==> src/rtl/ifu_fetch.sv <==
// ifu_fetch: RV64 instruction fetch stage.
// Holds the architectural PC and keeps at most one instruction-memory request
// outstanding. Each returned word is registered and offered to decode over a
// valid/ready handshake. A redirect retargets the PC. Any fetch that is in
// flight when the redirect arrives is marked killed, and its response is dropped.
module ifu_fetch #(
    parameter int               XLEN     = 64,
    parameter logic [XLEN-1:0]  RESET_PC = 64'h8000_0000
) (
    input  logic              clk,
    input  logic              rst,
    output logic              imem_req_valid,
    input  logic              imem_req_ready,
    output logic [XLEN-1:0]   imem_req_addr,
    input  logic              imem_resp_valid,
    input  logic [31:0]       imem_resp_data,
    output logic              id_valid,
    input  logic              id_ready,
    output logic [31:0]       id_inst,
    output logic [XLEN-1:0]   id_pc,
    input  logic              redirect_valid,
    input  logic [XLEN-1:0]   redirect_pc,
    output logic [63:0]       fetch_cnt
);

    typedef enum logic [1:0] {
        S_IDLE = 2'd0,
        S_REQ  = 2'd1,
        S_WAIT = 2'd2,
        S_OUT  = 2'd3
    } state_t;

    localparam logic [31:0] NOP_INST = 32'h0000_0013;

    state_t            r_state;
    logic [XLEN-1:0]   r_pc;
    logic [XLEN-1:0]   r_reqAddr;
    logic [31:0]       r_idInst;
    logic [XLEN-1:0]   r_idPc;
    logic              r_kill;
    logic [63:0]       r_fetchCnt;

    state_t            w_stateNext;
    logic [XLEN-1:0]   w_pcNext;
    logic [XLEN-1:0]   w_reqAddrNext;
    logic [31:0]       w_idInstNext;
    logic [XLEN-1:0]   w_idPcNext;
    logic              w_killNext;
    logic [63:0]       w_fetchCntNext;

    logic [XLEN-1:0]   w_redirTarget;
    logic [XLEN-1:0]   w_pcPlus4;

    assign w_redirTarget = {redirect_pc[XLEN-1:2], 2'b00};
    assign w_pcPlus4     = r_pc + XLEN'(4);

    // Next-state and next-register logic. A redirect always wins the PC.
    always_comb begin
        w_stateNext    = r_state;
        w_pcNext       = r_pc;
        w_reqAddrNext  = r_reqAddr;
        w_idInstNext   = r_idInst;
        w_idPcNext     = r_idPc;
        w_killNext     = r_kill;
        w_fetchCntNext = r_fetchCnt;

        if (redirect_valid) begin
            w_pcNext = w_redirTarget;
        end

        case (r_state)
            S_IDLE: begin
                w_stateNext   = S_REQ;
                w_reqAddrNext = redirect_valid ? w_redirTarget : r_pc;
            end
            S_REQ: begin
                // The presented address must stay put until it is accepted,
                // so a redirect can only condemn the response of this fetch.
                if (redirect_valid) begin
                    w_killNext = 1'b1;
                end
                if (imem_req_ready) begin
                    w_stateNext = S_WAIT;
                end
            end
            S_WAIT: begin
                if (imem_resp_valid) begin
                    if (redirect_valid) begin
                        w_killNext    = 1'b0;
                        w_reqAddrNext = w_redirTarget;
                        w_stateNext   = S_REQ;
                    end else if (r_kill) begin
                        w_killNext    = 1'b0;
                        w_reqAddrNext = r_pc;
                        w_stateNext   = S_REQ;
                    end else begin
                        w_idInstNext = imem_resp_data;
                        w_idPcNext   = r_reqAddr;
                        w_stateNext  = S_OUT;
                    end
                end else if (redirect_valid) begin
                    w_killNext = 1'b1;
                end
            end
            S_OUT: begin
                if (redirect_valid) begin
                    // Any instruction that decode takes in this cycle still counts.
                    // The next fetch always starts at the redirect target.
                    w_reqAddrNext = w_redirTarget;
                    w_stateNext   = S_REQ;
                    if (id_ready) begin
                        w_fetchCntNext = r_fetchCnt + 64'd1;
                    end
                end else if (id_ready) begin
                    w_pcNext       = w_pcPlus4;
                    w_reqAddrNext  = w_pcPlus4;
                    w_fetchCntNext = r_fetchCnt + 64'd1;
                    w_stateNext    = S_REQ;
                end
            end
            default: begin
                w_stateNext = S_IDLE;
            end
        endcase
    end

    // State and datapath registers, cleared asynchronously by reset.
    always_ff @(posedge clk or posedge rst) begin
        if (rst) begin
            r_state    <= S_IDLE;
            r_pc       <= RESET_PC;
            r_reqAddr  <= RESET_PC;
            r_idInst   <= NOP_INST;
            r_idPc     <= RESET_PC;
            r_kill     <= 1'b0;
            r_fetchCnt <= 64'd0;
        end else begin
            r_state    <= w_stateNext;
            r_pc       <= w_pcNext;
            r_reqAddr  <= w_reqAddrNext;
            r_idInst   <= w_idInstNext;
            r_idPc     <= w_idPcNext;
            r_kill     <= w_killNext;
            r_fetchCnt <= w_fetchCntNext;
        end
    end

    assign imem_req_valid = (r_state == S_REQ);
    assign imem_req_addr  = r_reqAddr;
    assign id_valid       = (r_state == S_OUT);
    assign id_inst        = r_idInst;
    assign id_pc          = r_idPc;
    assign fetch_cnt      = r_fetchCnt;

endmodule

==> config.mk <==
export PLATFORM = sky130hd
export DESIGN_NAME = ifu_fetch
export DESIGN_NICKNAME = d
export VERILOG_FILES = /design/src/rtl/ifu_fetch.sv
export SDC_FILE = /design/constraint.sdc
export NUM_CORES = 1
export LEC_CHECK = 0
export BUFFER_PORTS_ARGS = -buffer_cell sky130_fd_sc_hd__buf_2
export CAP_MARGIN = 15
export CORE_UTILIZATION = 35
export DETAILED_ROUTE_END_ITERATION = 16
export HOLD_SLACK_MARGIN = 0.05
export PLACE_DENSITY = 0.63
export SYNTH_ARGS = -nofsm -noshare
export SYNTH_HDL_FRONTEND = slang
export SYNTH_SLANG_ARGS = --single-unit
==> constraint.sdc <==
create_clock -name clk -period 9.6 [get_ports clk]
set_input_delay 1.44 -clock clk [delete_from_list [all_inputs] [get_ports clk]]
set_output_delay 1.44 -clock clk [all_outputs]
set_load 0.05 [all_outputs]
==> tab_implementation.tex <==
\begin{tabular}{lr}
\hline
Metric & Value \\
\hline
\multicolumn{2}{l}{\textbf{Outcome}} \\
Outcome & finished clean \\
\multicolumn{2}{l}{\textbf{Detailed routing}} \\
Highest routed metal layer & met5 \\
Via count of the routed design & 12.1k \\
DR WL met2 & 20.2 mm \\
DRC violation total after the first TritonRoute iteration & 972 \\
Total Wirelength & 43.0 mm \\
First-pass DRT Iterations & 5 \\
Number of design rule violations left after detail routing & 0 \\
Number of nets with antenna violations after routing & 0 \\
Routed via count divided by cell count & 5.36 \\
Routed length on met3 & 2.96 mm \\
Average routed wire per standard cell & 19.1 um \\
Detailed-route wire length on metal 1 & 18.9 mm \\
\multicolumn{2}{l}{\textbf{Global route}} \\
Number of global-route vias before repair & 11.6k \\
Antenna violations before repair & 7 \\
GR Overflow Total & 0 \\
Gr usage total & 20.1\% \\
Maximum number of pins on one net before global-route repair & 109 \\
First-pass GRT wire length & 65.9 mm \\
\multicolumn{2}{l}{\textbf{STA}} \\
Final number of setup-violating endpoints & 0 \\
TNS Setup & 0 ns \\
Final critical delay including setup and external delays & 3.71 ns \\
Worst-case headroom to the max-slew limit & 39.1\% \\
Smallest hold slack & 0.475 ns \\
Least-Margin Pin Slew & 0.912 ns \\
Final Hold Vio Count & 0 \\
Slew Viols, Final & 0 \\
Maximum operating frequency & 269 MHz \\
Share of the cycle needed by the critical path after routing & 38.7\% \\
Unrepaired setup endpoints after global routing & no \\
Final clock skew & 0.0290 ns \\
\multicolumn{2}{l}{\textbf{Place}} \\
Placer congestion estimate & 0.876 \\
DPL Wire Length & 29.7 mm \\
Quantity of I/O buffers inserted on ports & 325 \\
\multicolumn{2}{l}{\textbf{Worst setup path}} \\
Type of the setup path with the least slack & input port to flip-flop \\
Kind of end point of the critical path & flip-flop \\
Arrival time of data at the critical path endpoint & 4.09 ns \\
Reg2Reg Setup Slack & 6.16 ns \\
CP max FO & 37 \\
R2R depth & 7 \\
Endpoint of the worst register-to-register path & r\_pc[59]\$\_DFF\_PP0\_ \\
Reg2Reg Launch Point & r\_state[0]\$\_DFFE\_PP0P\_ \\
Startpoint type of the worst setup path & input port \\
Required time of the worst setup path & 9.97 ns \\
\multicolumn{2}{l}{\textbf{Synthesis}} \\
Dominant synthesized flop cell & sky130\_fd\_sc\_hd\_\_dfrtp\_1 \\
Net Count, Synth & 1,501 \\
Post-Syn Area per Cell & 10.4 sq um \\
Flop and latch count out of synthesis & 291 \\
YS warnings & 0 \\
Synth Instances & 1,393 \\
Post-synthesis instance area & 14,500 sq um \\
Proportion of synthesized chip area in sequential cells & 50.2\% \\
Number of enable-type register cells in the synthesized netlist & 0 \\
Count of distinct cell types in the synthesized netlist & 65 \\
Proportion of register bits with asynchronous set or reset after synthesis & 100\% \\
\multicolumn{2}{l}{\textbf{Die}} \\
Die Wd & 206 um \\
Top Ports & 328 \\
Die span in y & 206 um \\
Area inside the core boundary & 40,900 sq um \\
Die Footprint & 42,300 sq um \\
Rows & 74 \\
Effective utilization at floorplan & 35.5\% \\
\multicolumn{2}{l}{\textbf{Power}} \\
Switching power & 2.39 mW \\
Internal & 2.97 mW \\
Clk pwr share & 26.9\% \\
Standby leakage power & 8.32 nW \\
Pwr per Cell Area & 300 nW/um\^{}2 \\
Fraction of power consumed by combinational cells & 39.1\% \\
Switching part of the total & 44.7\% \\
Sequential power share & 34.0\% \\
IR Drop Worst-Case VDD & 216 uV \\
\multicolumn{2}{l}{\textbf{Worst hold path}} \\
Startpoint of the lowest-slack hold path & fetch\_cnt[63]\$\_DFFE\_PP0P\_ \\
Endpoint with the worst hold slack & fetch\_cnt[63]\$\_DFFE\_PP0P\_ \\
Path class of the lowest-slack min-delay path & flip-flop to flip-flop \\
Hold path cells & 1 \\
\multicolumn{2}{l}{\textbf{Clock network}} \\
Number of buffers added for setup after CTS & 0 \\
Depth of the CTS H-tree & 2 \\
Clock slew seen by the registers of the worst setup and hold paths & 0.06 ns \\
Quantity of hold-fixing buffers added after cts & 0 \\
Clock sink count & 291 \\
Buffer type at the clock tree root & sky130\_fd\_sc\_hd\_\_clkbuf\_16 \\
Buffer depth of the longest clock path & 3 \\
Clock latency at the later pin of the worst-skew pair & 0.55 ns \\
Post-cts gate resize count & 0 \\
TritonCTS clock tree & built \\
Number of buffers created by CTS & 36 \\
\multicolumn{2}{l}{\textbf{Final layout}} \\
Layout filler cell count & 3,942 \\
Storage cell area & 7290 sq um \\
Multi-input logic area & 6790 sq um \\
Number of nets in the final layout & 1,794 \\
Area Growth Syn to Fin & 23.1\% \\
Final Core Density & 43.7\% \\
Share of post-route cells with drive strength above 1 & 32.3\% \\
\multicolumn{2}{l}{\textbf{Flow run}} \\
Maximum Capacitance Violations & 0 \\
\hline
\end{tabular}
cell families (layout without fill, tap and decap cells):
logic type      after synthesis  in the layout  synth area share, %
simple gates                511            511                 18.6
flops                       291            291                 50.2
compound gates              204            204                 9.39
xor+xnor                    144            144                 8.68
mux                         123            123                 9.45
buf+inv                     114            432                 3.17
fa+ha+maj                     6              6                0.517
other cells                   0              6                    0
layer usage:
metal | track usage (%) | vias up
met3 | 4.04 | 62
li1 | - | 5595
met1 | 26.6 | 5994
met4 | 7.04 | 2
met2 | 32.4 | 412
met5 | 0 | -
synthesized netlist by cell type, types with 4 or more instances:
master                     count  share of area (%)
sky130_fd_sc_hd__a211oi_1      4               0.21
sky130_fd_sc_hd__a21boi_1      6               0.31
sky130_fd_sc_hd__a21o_1        4               0.21
sky130_fd_sc_hd__a21oi_1      37                1.3
sky130_fd_sc_hd__a221oi_1     26                1.6
sky130_fd_sc_hd__a311oi_1     12               0.72
sky130_fd_sc_hd__a31oi_1       7               0.30
sky130_fd_sc_hd__and2_1        8               0.34
sky130_fd_sc_hd__and3_1       29                1.2
sky130_fd_sc_hd__and4_1       14               0.84
sky130_fd_sc_hd__buf_1         7               0.18
sky130_fd_sc_hd__buf_2        15               0.52
sky130_fd_sc_hd__clkbuf_1     64                1.7
sky130_fd_sc_hd__dfrtp_1     285                 49
sky130_fd_sc_hd__dfstp_2       6                1.1
sky130_fd_sc_hd__ha_1          6               0.52
sky130_fd_sc_hd__inv_1        24               0.62
sky130_fd_sc_hd__mux2_2      113                8.8
sky130_fd_sc_hd__mux2i_1      10               0.69
sky130_fd_sc_hd__nand2_1     113                2.9
sky130_fd_sc_hd__nand2b_1     14               0.60
sky130_fd_sc_hd__nand3_1      56                1.9
sky130_fd_sc_hd__nand4_1      46                2.0
sky130_fd_sc_hd__nand4_2       4               0.34
sky130_fd_sc_hd__nor2_1      118                3.0
sky130_fd_sc_hd__nor3_1       50                1.7
sky130_fd_sc_hd__nor4_1       20               0.86
sky130_fd_sc_hd__o211ai_1      6               0.31
sky130_fd_sc_hd__o21a_1        5               0.26
sky130_fd_sc_hd__o21ai_0      45                1.6
sky130_fd_sc_hd__o21ai_1       5               0.17
sky130_fd_sc_hd__o22ai_1      14               0.60
sky130_fd_sc_hd__o31a_1        9               0.54
sky130_fd_sc_hd__o31ai_1      10               0.52
sky130_fd_sc_hd__or3_1        10               0.43
sky130_fd_sc_hd__or4_1         5               0.26
sky130_fd_sc_hd__xnor2_1      88                5.3
sky130_fd_sc_hd__xor2_1       56                3.4
sequential cells by signal (all words and copies together), names as in the netlist:
signal and count:
id_inst 32, r_state 2, fetch_cnt 64, imem_req_addr 64, r_kill 1, id_pc 64, r_pc 64
final cells by class:
class / instances / share of cell area, %
Inverter: 24 / 0.546
Tap cell: 532 / 3.72
Timing Repair Buffer: 345 / 9.91
Clock inverter: 17 / 1.30
Clock buffer: 46 / 5.70
Multi-Input combinational cell: 988 / 38.0
Antenna cell: 6 / 0.0840
Sequential cell: 291 / 40.8
through the flow:
step / setup slack [ns] / power, mW / std cells / cell area, sq um
6_report: 5.89 / 5.36 / 2249 / 17900
5_1_grt: 5.74 / 5.63 / 2246 / 17900
4_1_cts: 5.91 / 5.44 / 2241 / 17900
3_5_place_dp: 5.33 / 3.96 / 2178 / 16600
3_3_place_gp: 5.37 / 3.92 / 2178 / 16600
2_1_floorplan: 0.136 / 3.37 / 1393 / 14500
worst max-delay path, stage by stage:
cell and delay, ns:
sky130_fd_sc_hd__buf_2 0.07, sky130_fd_sc_hd__buf_4 0.42, sky130_fd_sc_hd__nand2b_1 0.28, sky130_fd_sc_hd__o22ai_1 0.18, sky130_fd_sc_hd__or3_2 0.75, sky130_fd_sc_hd__nor2_1 0.48
sky130_fd_sc_hd__buf_4 0.31, sky130_fd_sc_hd__a221oi_1 0.12
power groups by stage:
stage                     sequential, mW  clock (mW)  combinational [mW]
after CTS                           1.83        1.49                2.12
after floorplan                     2.74           0               0.636
after detailed placement            1.85           0                2.11
final                               1.82        1.44                2.10
after global routing                1.87        1.53                2.23
after global placement              1.84           0                2.09
layout by cell type, fill, tap and decap left out, types with 5 or more instances in the layout:
master / count
sky130_fd_sc_hd__a21boi_1: 6
sky130_fd_sc_hd__a21oi_1: 37
sky130_fd_sc_hd__a221oi_1: 26
sky130_fd_sc_hd__a311oi_1: 12
sky130_fd_sc_hd__a31oi_1: 7
sky130_fd_sc_hd__and2_1: 8
sky130_fd_sc_hd__and3_1: 29
sky130_fd_sc_hd__and4_1: 14
sky130_fd_sc_hd__buf_2: 325
sky130_fd_sc_hd__buf_4: 18
sky130_fd_sc_hd__bufinv_16: 5
sky130_fd_sc_hd__clkbuf_16: 36
sky130_fd_sc_hd__clkbuf_8: 8
sky130_fd_sc_hd__clkinv_2: 7
sky130_fd_sc_hd__dfrtp_1: 285
sky130_fd_sc_hd__dfstp_2: 6
sky130_fd_sc_hd__diode_2: 6
sky130_fd_sc_hd__ha_1: 5
sky130_fd_sc_hd__inv_1: 22
sky130_fd_sc_hd__mux2_2: 113
sky130_fd_sc_hd__mux2i_1: 10
sky130_fd_sc_hd__nand2_1: 113
sky130_fd_sc_hd__nand2b_1: 14
sky130_fd_sc_hd__nand3_1: 56
sky130_fd_sc_hd__nand4_1: 46
sky130_fd_sc_hd__nor2_1: 118
sky130_fd_sc_hd__nor3_1: 48
sky130_fd_sc_hd__nor3_2: 5
sky130_fd_sc_hd__nor4_1: 20
sky130_fd_sc_hd__o211ai_1: 6
sky130_fd_sc_hd__o21a_1: 5
sky130_fd_sc_hd__o21ai_0: 45
sky130_fd_sc_hd__o21ai_1: 5
sky130_fd_sc_hd__o22ai_1: 14
sky130_fd_sc_hd__o31a_1: 9
sky130_fd_sc_hd__o31ai_1: 10
sky130_fd_sc_hd__or3_1: 9
sky130_fd_sc_hd__or4_1: 5
sky130_fd_sc_hd__xnor2_1: 88
sky130_fd_sc_hd__xor2_1: 56
how the worst max path moves through the flow:
stage / startpoint / endpoint / slack (ns) / cells after the start
floorplan: rst / fetch_cnt[0]$_DFFE_PP0P_ / 0.14 / 1
global placement: redirect_valid / imem_req_addr[36]$_DFFE_PP0P_ / 5.37 / 8
detailed placement: redirect_valid / imem_req_addr[16]$_DFFE_PP0P_ / 5.33 / 8
CTS: redirect_valid / imem_req_addr[16]$_DFFE_PP0P_ / 5.91 / 8
global route: redirect_valid / imem_req_addr[33]$_DFFE_PP0P_ / 5.74 / 8
finish: redirect_valid / imem_req_addr[16]$_DFFE_PP0P_ / 5.89 / 8
No activity file was read; power rests on OpenSTA's default activity.
